--- src/rtl/record_reader_pkg.sv ---
// record_reader_pkg
//   Constants shared by the record reader and its FIFO: record and word
//   widths, bytes per serialized word, serializer state encoding and a helper
//   that picks one byte out of a word.
package record_reader_pkg;

    localparam int RECORD_W         = 47;
    localparam int WORD_W           = 48;
    localparam int BYTES_PER_RECORD = 6;
    localparam int IDX_W            = 3;

    // Serializer FSM encoding
    localparam logic [0:0] ST_IDLE = 1'b0;
    localparam logic [0:0] ST_SEND = 1'b1;

    // Word stored in the FIFO. lost marks a gap just before this record.
    typedef struct packed {
        logic                lost;
        logic [RECORD_W-1:0] rec;
    } word_t;

    // Byte idx of a word, byte 0 being the least significant.
    function automatic logic [7:0] word_byte(input logic [WORD_W-1:0] w,
                                             input logic [IDX_W-1:0]  idx);
        return w[8*int'(idx) +: 8];
    endfunction

endpackage

--- src/rtl/record_fifo.sv ---
// record_fifo
//   Synchronous show-ahead FIFO: dout always presents the head entry, and
//   rd_en pops it at the clock edge. empty and full are registered and
//   reflect the occupancy after each edge.
// Ports:
//   clk, reset    clock, asynchronous active-high reset
//   wr_en, din    push din (ignored when full)
//   rd_en, dout   pop the head (ignored when empty); dout = current head
//   empty, full   occupancy flags
module record_fifo #(
    parameter int WIDTH = 48,
    parameter int DEPTH = 8
) (
    input  logic             clk,
    input  logic             reset,
    input  logic             wr_en,
    input  logic [WIDTH-1:0] din,
    input  logic             rd_en,
    output logic [WIDTH-1:0] dout,
    output logic             empty,
    output logic             full
);
    localparam int AW = $clog2(DEPTH);

    logic [WIDTH-1:0] mem [DEPTH];
    logic [AW-1:0]    wr_ptr, rd_ptr;
    logic [AW:0]      count, count_next;
    logic             do_wr, do_rd;

    assign do_wr = wr_en && !full;
    assign do_rd = rd_en && !empty;
    assign dout  = mem[rd_ptr];

    always_comb begin
        count_next = count;
        if (do_wr && !do_rd)
            count_next = count + 1'b1;
        else if (!do_wr && do_rd)
            count_next = count - 1'b1;
    end

    // Storage needs no reset; only the pointers define what is valid.
    always_ff @(posedge clk) begin
        if (do_wr)
            mem[wr_ptr] <= din;
    end

    // Pointers wrap naturally because DEPTH is a power of two.
    always_ff @(posedge clk or posedge reset) begin
        if (reset) begin
            wr_ptr <= '0;
            rd_ptr <= '0;
            count  <= '0;
            empty  <= 1'b1;
            full   <= 1'b0;
        end else begin
            if (do_wr) wr_ptr <= wr_ptr + 1'b1;
            if (do_rd) rd_ptr <= rd_ptr + 1'b1;
            count <= count_next;
            empty <= (count_next == '0);
            full  <= (count_next == (AW+1)'(DEPTH));
        end
    end

endmodule

--- src/rtl/record_reader.sv ---
// record_reader
//   Accepts 47-bit timetag records, tags each accepted record with a lost
//   flag when records were dropped just before it, queues the 48-bit words
//   in a FIFO and serializes them to the host LSB byte first, 6 bytes per
//   word, under a valid/ack handshake.
// Ports:
//   clk, reset            clock, asynchronous active-high reset
//   data_rdy, data        record strobe and payload
//   byte_out, byte_valid  serialized byte to the host and its valid flag
//   byte_ack              host takes byte_out this cycle
//   fifo_full             FIFO holds DEPTH words
//   lost_count            saturating count of dropped records
module record_reader
    import record_reader_pkg::*;
#(
    parameter int DEPTH  = 8,
    parameter int LOST_W = 16
) (
    input  logic                clk,
    input  logic                reset,
    input  logic                data_rdy,
    input  logic [RECORD_W-1:0] data,
    output logic [7:0]          byte_out,
    output logic                byte_valid,
    input  logic                byte_ack,
    output logic                fifo_full,
    output logic [LOST_W-1:0]   lost_count
);
    localparam logic [IDX_W-1:0] LAST_IDX = IDX_W'(BYTES_PER_RECORD - 1);

    logic              wr_en, drop, rd_en, empty;
    logic              lost_pending;
    word_t             din_word;
    logic [WORD_W-1:0] head;
    logic [WORD_W-1:0] hold;
    logic [IDX_W-1:0]  idx;
    logic [0:0]        state;

    // ---------------- input side: accept or drop ----------------
    // fifo_full is the registered flag from before this edge, so a record
    // arriving while full is dropped even if a pop frees a slot right now.
    assign wr_en = data_rdy && !fifo_full;
    assign drop  = data_rdy &&  fifo_full;

    assign din_word.lost = lost_pending;
    assign din_word.rec  = data;

    always_ff @(posedge clk or posedge reset) begin
        if (reset) begin
            lost_pending <= 1'b0;
            lost_count   <= '0;
        end else begin
            if (drop)
                lost_pending <= 1'b1;
            else if (wr_en)
                lost_pending <= 1'b0;
            if (drop && lost_count != '1)
                lost_count <= lost_count + 1'b1;
        end
    end

    record_fifo #(
        .WIDTH (WORD_W),
        .DEPTH (DEPTH)
    ) u_fifo (
        .clk   (clk),
        .reset (reset),
        .wr_en (wr_en),
        .din   (din_word),
        .rd_en (rd_en),
        .dout  (head),
        .empty (empty),
        .full  (fifo_full)
    );

    // ---------------- serializer ----------------
    // A pop happens from IDLE, or on the ack of the last byte so the next
    // word follows without a bubble.
    always_comb begin
        rd_en = 1'b0;
        if (state == ST_IDLE)
            rd_en = !empty;
        else if (byte_ack && idx == LAST_IDX)
            rd_en = !empty;
    end

    always_ff @(posedge clk or posedge reset) begin
        if (reset) begin
            state <= ST_IDLE;
            idx   <= '0;
            hold  <= '0;
        end else begin
            case (state)
                ST_IDLE: begin
                    if (rd_en) begin
                        hold  <= head;
                        idx   <= '0;
                        state <= ST_SEND;
                    end
                end
                ST_SEND: begin
                    if (byte_ack) begin
                        if (idx != LAST_IDX) begin
                            idx <= idx + 1'b1;
                        end else if (rd_en) begin
                            hold <= head;
                            idx  <= '0;
                        end else begin
                            idx   <= '0;
                            state <= ST_IDLE;
                        end
                    end
                end
                default: state <= ST_IDLE;
            endcase
        end
    end

    assign byte_valid = (state == ST_SEND);
    assign byte_out   = byte_valid ? word_byte(hold, idx) : 8'h00;

endmodule

--- config.mk ---
export PLATFORM = sky130hd
export DESIGN_NAME = record_reader
export DESIGN_NICKNAME = d
export VERILOG_FILES = /design/src/rtl/record_reader_pkg.sv /design/src/rtl/record_fifo.sv /design/src/rtl/record_reader.sv
export SDC_FILE = /design/constraint.sdc
export NUM_CORES = 1
export LEC_CHECK = 0
export ABC_AREA = 0
export CAP_MARGIN = 0
export CELL_PAD_IN_SITES_DETAIL_PLACEMENT = 1
export CELL_PAD_IN_SITES_GLOBAL_PLACEMENT = 1
export CORE_ASPECT_RATIO = 0.7
export CORE_MARGIN = 5
export CORE_UTILIZATION = 45
export DETAILED_ROUTE_END_ITERATION = 10
export PLACE_DENSITY = 0.69
export SLEW_MARGIN = 15
export SYNTH_ARGS = -nofsm -noshare
export SYNTH_HDL_FRONTEND = slang
export SYNTH_SLANG_ARGS = --single-unit
--- constraint.sdc ---
create_clock -name clk -period 5.7 [get_ports clk]
set_input_delay 1.14 -clock clk [delete_from_list [all_inputs] [get_ports clk]]
set_output_delay 1.14 -clock clk [all_outputs]
set_load 0.01 [all_outputs]
Yosys cells after proc, flatten, opt, wreduce, memory -nomap -nowiden
Memories as Yosys holds them, arrays and structs flattened.
Index checks and enable logic that the tools add are counted.
{ "totals": {"ff_bits": 81, "mem_bits_rw": 384, "n_memories": 1} }
{ "memory_table": {"columns": ["memory", "words", "word_bits", "read_ports", "rd_ports_with_merged_regs", "write_ports", "line_no", "text"], "rows": [
  ["u_fifo.mem", 8, 48, 1, 0, 1, "record_fifo.sv:25", "logic [WIDTH-1:0] mem [DEPTH];"]
]} }
{ "classes": {"addsub": 6, "eq_ne": 7, "n_shift": 1, "muxes": 21, "bitwise_logic": 1, "reduce_logical": 16} }
{ "ops": {"columns": ["cell", "count"], "rows": [
  ["two-way mux 48 bit", 3],
  ["case mux 48 bit (2 select lines)", 1],
  ["variable part select 48 x 7 -> 8 bit", 1],
  ["adder 16 x 1 -> 16 bit, second input constant", 1],
  ["inequality test 16 bit, second input constant", 1],
  ["adder 3 x 1 -> 3 bit, second input constant", 3],
  ["two-way mux 1 bit", 9],
  ["two-way mux 3 bit", 3],
  ["logical AND 1 bit", 8],
  ["two-way mux 4 bit", 2],
  ["two-way mux 8 bit", 1],
  ["case mux 3 bit (2 select lines)", 1],
  ["adder 4 x 1 -> 4 bit, second input constant", 1],
  ["== test 4 bit, second input constant", 1],
  ["zero test 1 bit", 4],
  ["zero test 4 bit", 1],
  ["inequality test 2 bit, second input constant", 2],
  ["AND reduction 2 bit", 2],
  ["subtractor 4 x 1 -> 4 bit, second input constant", 1],
  ["== test 3 bit, second input constant", 1],
  ["inequality test 3 bit, second input constant", 1],
  ["inequality test 2 x 1 -> 1 bit, second input constant", 1],
  ["case mux 1 bit (2 select lines)", 1],
  ["nonzero test 2 bit", 1],
  ["NOT 1 bit", 1]
]} }

Logic depth before layout (Yosys ltp)
{ "logic_depth": {"ltp_word": 9, "depth_mapped": 6} }

Cells and area by module
From an unflattened synthesis, not the netlist that was laid out.
{ "hier_totals": {"cells_unflattened": 886, "hier_area_um2": 18542.8} }
{ "by_module_without_submodules": {"columns": ["mod", "n_inst", "cells_each", "area_per_inst_um2", "seq_area_each_um2"], "rows": [
  ["record_fifo", 1, 636, 15157.0, 11832.6],
  ["record_reader", 1, 250, 3385.7, 1726.7]
]} }

Least setup slack after synthesis
No wires, ideal clock.
{ "synth_timing": {"kind": "input-to-reg", "startpoint": "input data_rdy", "endpoint": "memory u_fifo.mem[0][0], enable pin", "setup_ns": 0.572, "arrival_ns": 6.051, "required_time_ns": 5.128, "setup_slack_ns": -0.924, "path_stages": 3, "cell_sequence": "nand2b_1 -> clkbuf_1 -> nor4_1"} }
{ "synth_between": {"elab_chain_len": 4} }
{ "synth_lines": {"columns": ["item", "line_no", "text"], "rows": [
  ["start: declaration", "record_reader.sv:21", "input logic data_rdy,"],
  ["logical AND 1 bit", "record_reader.sv:42", "assign wr_en = data_rdy && !fifo_full;"],
  ["logical AND 1 bit", "record_fifo.sv:30", "assign do_wr = wr_en && !full;"],
  ["two-way mux 1 bit", "record_fifo.sv:44", "if (do_wr)"],
  ["two-way mux 1 bit (implied by the code)", "record_fifo.sv:45", "mem[wr_ptr] <= din;"],
  ["end: declaration", "record_fifo.sv:25", null]
]} }
No other way between the ends.

Final worst setup path
{ "layout_timing": {"startpoint": "register idx[0]", "endpoint": "output byte_out[3]"} }
{ "layout_between": {"elab_chain_len": 2} }
{ "layout_lines": {"columns": ["item", "line_no", "text"], "rows": [
  ["start: declaration", "record_reader.sv:36", "logic [IDX_W-1:0] idx;"],
  ["start signal: assignment", "record_reader.sv:104", "idx <= idx + 1'b1;"],
  ["variable part select 48 x 7 -> 8 bit", "record_reader_pkg.sv:25", "return w[8*int'(idx) +: 8];"],
  ["two-way mux 8 bit", "record_reader.sv:120", "assign byte_out = byte_valid ? word_byte(hold, idx) : 8'h00;"],
  ["end: declaration", "record_reader.sv:23", "output logic [7:0] byte_out,"]
]} }
No other way between the ends.

==> metrics.md <==
| Metric | Value |
|---|---|
| Critical path, cell by cell | `mux4_2 > inv_1 > o22ai_1 > and2_1 > clkdlybuf4s50_1` |
| Clock tree buffer depth | `3` |
| I/O Pins | `77` |
| Critical Path Source | `idx[0]` |
| Tot GR Track Use | `roughly 18%` |
| Clk sinks | `approximately 470` |
| # port buffers | `76` |
| HP Class | `register to register` |
| Cell taking the most area after synthesis | `edfxtp_1` |
| Die area | `between 40000 and 50000 um^2` |
| Max Slew Vio Count | `0` |
| Width of the die | `between 200 and 250 um` |
| Final WL | `around 38 mm` |
| Leak Pwr | `7.11 nW` |
| Slew HR | `25.9%` |
| Skew final | `0.00864 ns` |
| Int Pwr | `between 0.007 and 0.008 W` |
| Tcrit/Tclk final | `~74%` |
| Initial DRT Pass Iterations | `5` |
| Hold path start | `u_fifo.empty` |
| MaxCap Viol Count | `0` |
| Seq/Total Area, Yosys | `75.2%` |
| Reg2reg setup slack | `between 2 and 3 ns` |
| Sw frac | `between 20% and 30%` |
| Clock slew at reported path FFs | `about 0.060 ns` |
| Antenna-violating nets left | `0` |
| CTS hold repair buffers | `0` |
| Core outline area | `slightly below 40000 um^2` |
| Logic gate share of total power | `24.1%` |
| Initial antenna violation count | `0` |
| Synth unique cells | `40` |
| Synth Instances | `between 900 and 1000` |
| Post-CTS sizing | `0` |
| Number of synthesis warnings | `0` |
| Residual DRC | `0` |
| Slowest stage cell on the critical path | `dfrtp_1` |
| DRT iter0 DRCs | `approximately 580` |
| Final Setup Violations | `0` |
| Standard-cell rows | `61` |
| Critical R2R Launch | `idx[0]` |
| Maximum fanout along the worst path | `20` |
| HPWL Detailed | `around 24 mm` |
| CP Launch Type | `register` |
| Element type at the critical path end | `primary output` |
| Clock share of power | `just under 30%` |
| Vias in the first global route | `about 9400` |
| TNS Setup | `0 ns` |
| Fin. Hold Viols | `0` |
| Hold WS | `between 0.4 and 0.5 ns` |
| RSZ-0062 raised after global routing | `no` |
| Arrival time at the worst endpoint | `3.09 ns` |
| Top cells by area, synth | `edfxtp_1 (64%), mux4_2 (13%), dfrtp_1 (11%), mux2i_1 (3.2%), nand2_1 (1.5%)` |
| Cell Area, Synth | `18000 um^2` |
| Synthesized net count | `968` |
| Mapped Avg Cell Area | `19.8 um^2` |
| Clk root buf | `clkbuf_16` |
| Switching power | `0.00310 W` |
| Pin count of the biggest net entering global routing | `104` |
| Achievable Freq | `between 0.2 and 0.25 GHz` |
| Postcts setup bufs | `0` |
| Fill count | `about 3500` |
| CTS Buf Count | `46` |
| Inst Count DP | `1494` |
| Per-cell routed wire length | `approximately 24 um` |
| Total grt overflow | `0` |
| Final cell count without fillers | `around 1600` |
| Worst Path Class, Setup | `register to primary output` |
| Peak VDD IR | `approximately 350 uV` |
| Area growth, synth to finish | `16.3%` |
| Placer congestion estimate | `0.761` |
| CP peak stage delay | `between 1 and 1.5 ns` |
| Worst slew pin tran | `between 1 and 1.5 ns` |
| Flop and latch count out of synthesis | `around 470` |
| Initial Utilization | `between 40% and 50%` |
| Vias per Instance | `around 5.5` |
| Tmin final | `between 4 and 5 ns` |
| Status | `complete, no violations` |
| PD cells | `roughly 500 nW/um^2` |
| Required arrival time at the worst endpoint | `roughly 4.6 ns` |
| Post-layout net count | `roughly 1100` |
| Setup crit end | `byte_out[3]` |
| Sequential Power Share | `46.7%` |
| Final Power | `about 0.011 W` |
| H-tree levels | `2` |
| FF-to-FF End | `u_fifo.full` |
| Chip height | `between 150 and 200 um` |
| DR vias | `a little under 9000` |
| Worst-skew pair later-pin latency | `about 0.56 ns` |
| R2R cell count | `5` |
| Share of cells above drive strength 1 | `19.9%` |
| First-pass GRT wire length | `59.6 mm` |
| Top-area cell type share of the netlist area | `between 60% and 70%` |
| CTS tree | `done` |
| # diodes | `0` |
[worst max-delay path: cells and delay by family, from the launching register on]
| kind | cells | cell delay (ns) |
|---|---|---|
| flops | 1 | 1.07 |
| compound gates | 1 | 0.06 |
| buf+inv | 2 | 0.57 |
| simple gates | 1 | 0.21 |
| mux | 1 | 0.61 |
[cells in the final DEF, fill, tap and decap left out, types with 4 or more instances in the layout]
cell type and count:
dfrtp_1 77, clkinv_1 14, clkdlybuf4s50_1 76, nand2b_1 4, buf_4 17, mux4_2 104, xnor2_1 16, nand2_1 72
nand4_1 5, nor2_1 5, o21ai_0 51, nor3_2 4, nand3_1 5, edfxtp_1 384, inv_1 11, ha_1 5
bufinv_16 6, and2_1 8, clkbuf_16 47, nor3_1 4, clkbuf_1 4, xor2_1 6, clkinv_2 9, o22ai_1 8
mux2i_1 58
[state kept, by name (all words and copies together) (netlist names), 3 cells and up]
name / cells
hold: 48
u_fifo.count: 4
idx: 3
u_fifo.wr_ptr: 3
u_fifo.mem: 384
lost_count: 16
u_fifo.rd_ptr: 3
[logic make-up after synthesis]
| group | count (synthesis) | share of synthesized area, % |
|---|---|---|
| compound gates | 71 | 2.25 |
| xor+xnor | 22 | 1.07 |
| fa+ha+maj | 5 | 0.347 |
| buf+inv | 59 | 1.55 |
| flops | 465 | 75.2 |
| mux | 164 | 16.3 |
| simple gates | 126 | 3.31 |
[power groups by stage]
stage | Combinational [W] | Sequential [W] | Clock [W]
floorplan | 0.00194 | 0.00464 | 0
global placement | 0.00254 | 0.00497 | 0
detailed placement | 0.00260 | 0.00499 | 0
CTS | 0.00261 | 0.00493 | 0.00314
global route | 0.00276 | 0.00500 | 0.00331
finish | 0.00254 | 0.00492 | 0.00307
[metal layers]
layer  wire length, um  track usage [%]  vias up
li1                  -                -     3835
met1             18200             26.5     4655
met2             17800             27.2      175
met3              1710             3.44       52
met4               585             3.40        0
met5                 0                0        -
[synthesized netlist by cell type]
| library cell | n |
|---|---|
| edfxtp_1 | 384 |
| mux4_2 | 104 |
| dfrtp_1 | 80 |
| nand2_1 | 72 |
| mux2i_1 | 58 |
| o21ai_0 | 51 |
| clkbuf_1 | 21 |
| buf_2 | 17 |
| xnor2_1 | 16 |
| inv_1 | 12 |
| and2_1 | 8 |
| nor2_1 | 8 |
| nor3_1 | 8 |
| o22ai_1 | 8 |
| xor2_1 | 6 |
| buf_6 | 5 |
| ha_1 | 5 |
| nand3_1 | 5 |
| nand4_1 | 5 |
| buf_1 | 4 |
| nand2b_1 | 4 |
| a21oi_1 | 3 |
| and3_1 | 3 |
| and4_1 | 3 |
| nor2b_1 | 3 |
| a21o_1 | 2 |
| a31oi_1 | 2 |
| mux2_2 | 2 |
| nor4_1 | 2 |
| a22o_1 | 1 |
| a311oi_1 | 1 |
| a41oi_1 | 1 |
| and3b_1 | 1 |
| and4_4 | 1 |
| dfstp_2 | 1 |
| nand4b_1 | 1 |
| nor3b_1 | 1 |
| nor3b_2 | 1 |
| o211a_1 | 1 |
| o311a_4 | 1 |
[stage by stage]
stage	instance area [um^2]	util (%)	setup WS, ns
2_1_floorplan	18000	-	0.352
3_3_place_gp	19500	49.0	1.62
3_5_place_dp	19500	49.0	1.61
4_1_cts	21000	52.9	1.44
5_1_grt	21000	52.9	1.30
6_report	21000	52.9	1.47
[worst min path at each step]
stage	to	depth (start not counted)
after floorplan	byte_valid	1
after global placement	byte_valid	1
after detailed placement	byte_valid	1
after CTS	byte_valid	1
after global routing	byte_valid	1
final	byte_valid	1
[final cells by class]
cell class / count / area, um^2 / share of cell area [%]
Inverter: 12 / 46.3 / 0.221
Timing Repair Buffer: 94 / 908 / 4.33
Tap cell: 535 / 669 / 3.19
Sequential cell: 465 / 13600 / 64.6
Clock inverter: 33 / 325 / 1.55
Multi-Input combinational cell: 388 / 4270 / 20.3
Clock buffer: 52 / 1200 / 5.74
(Power assumes the default switching activity.)
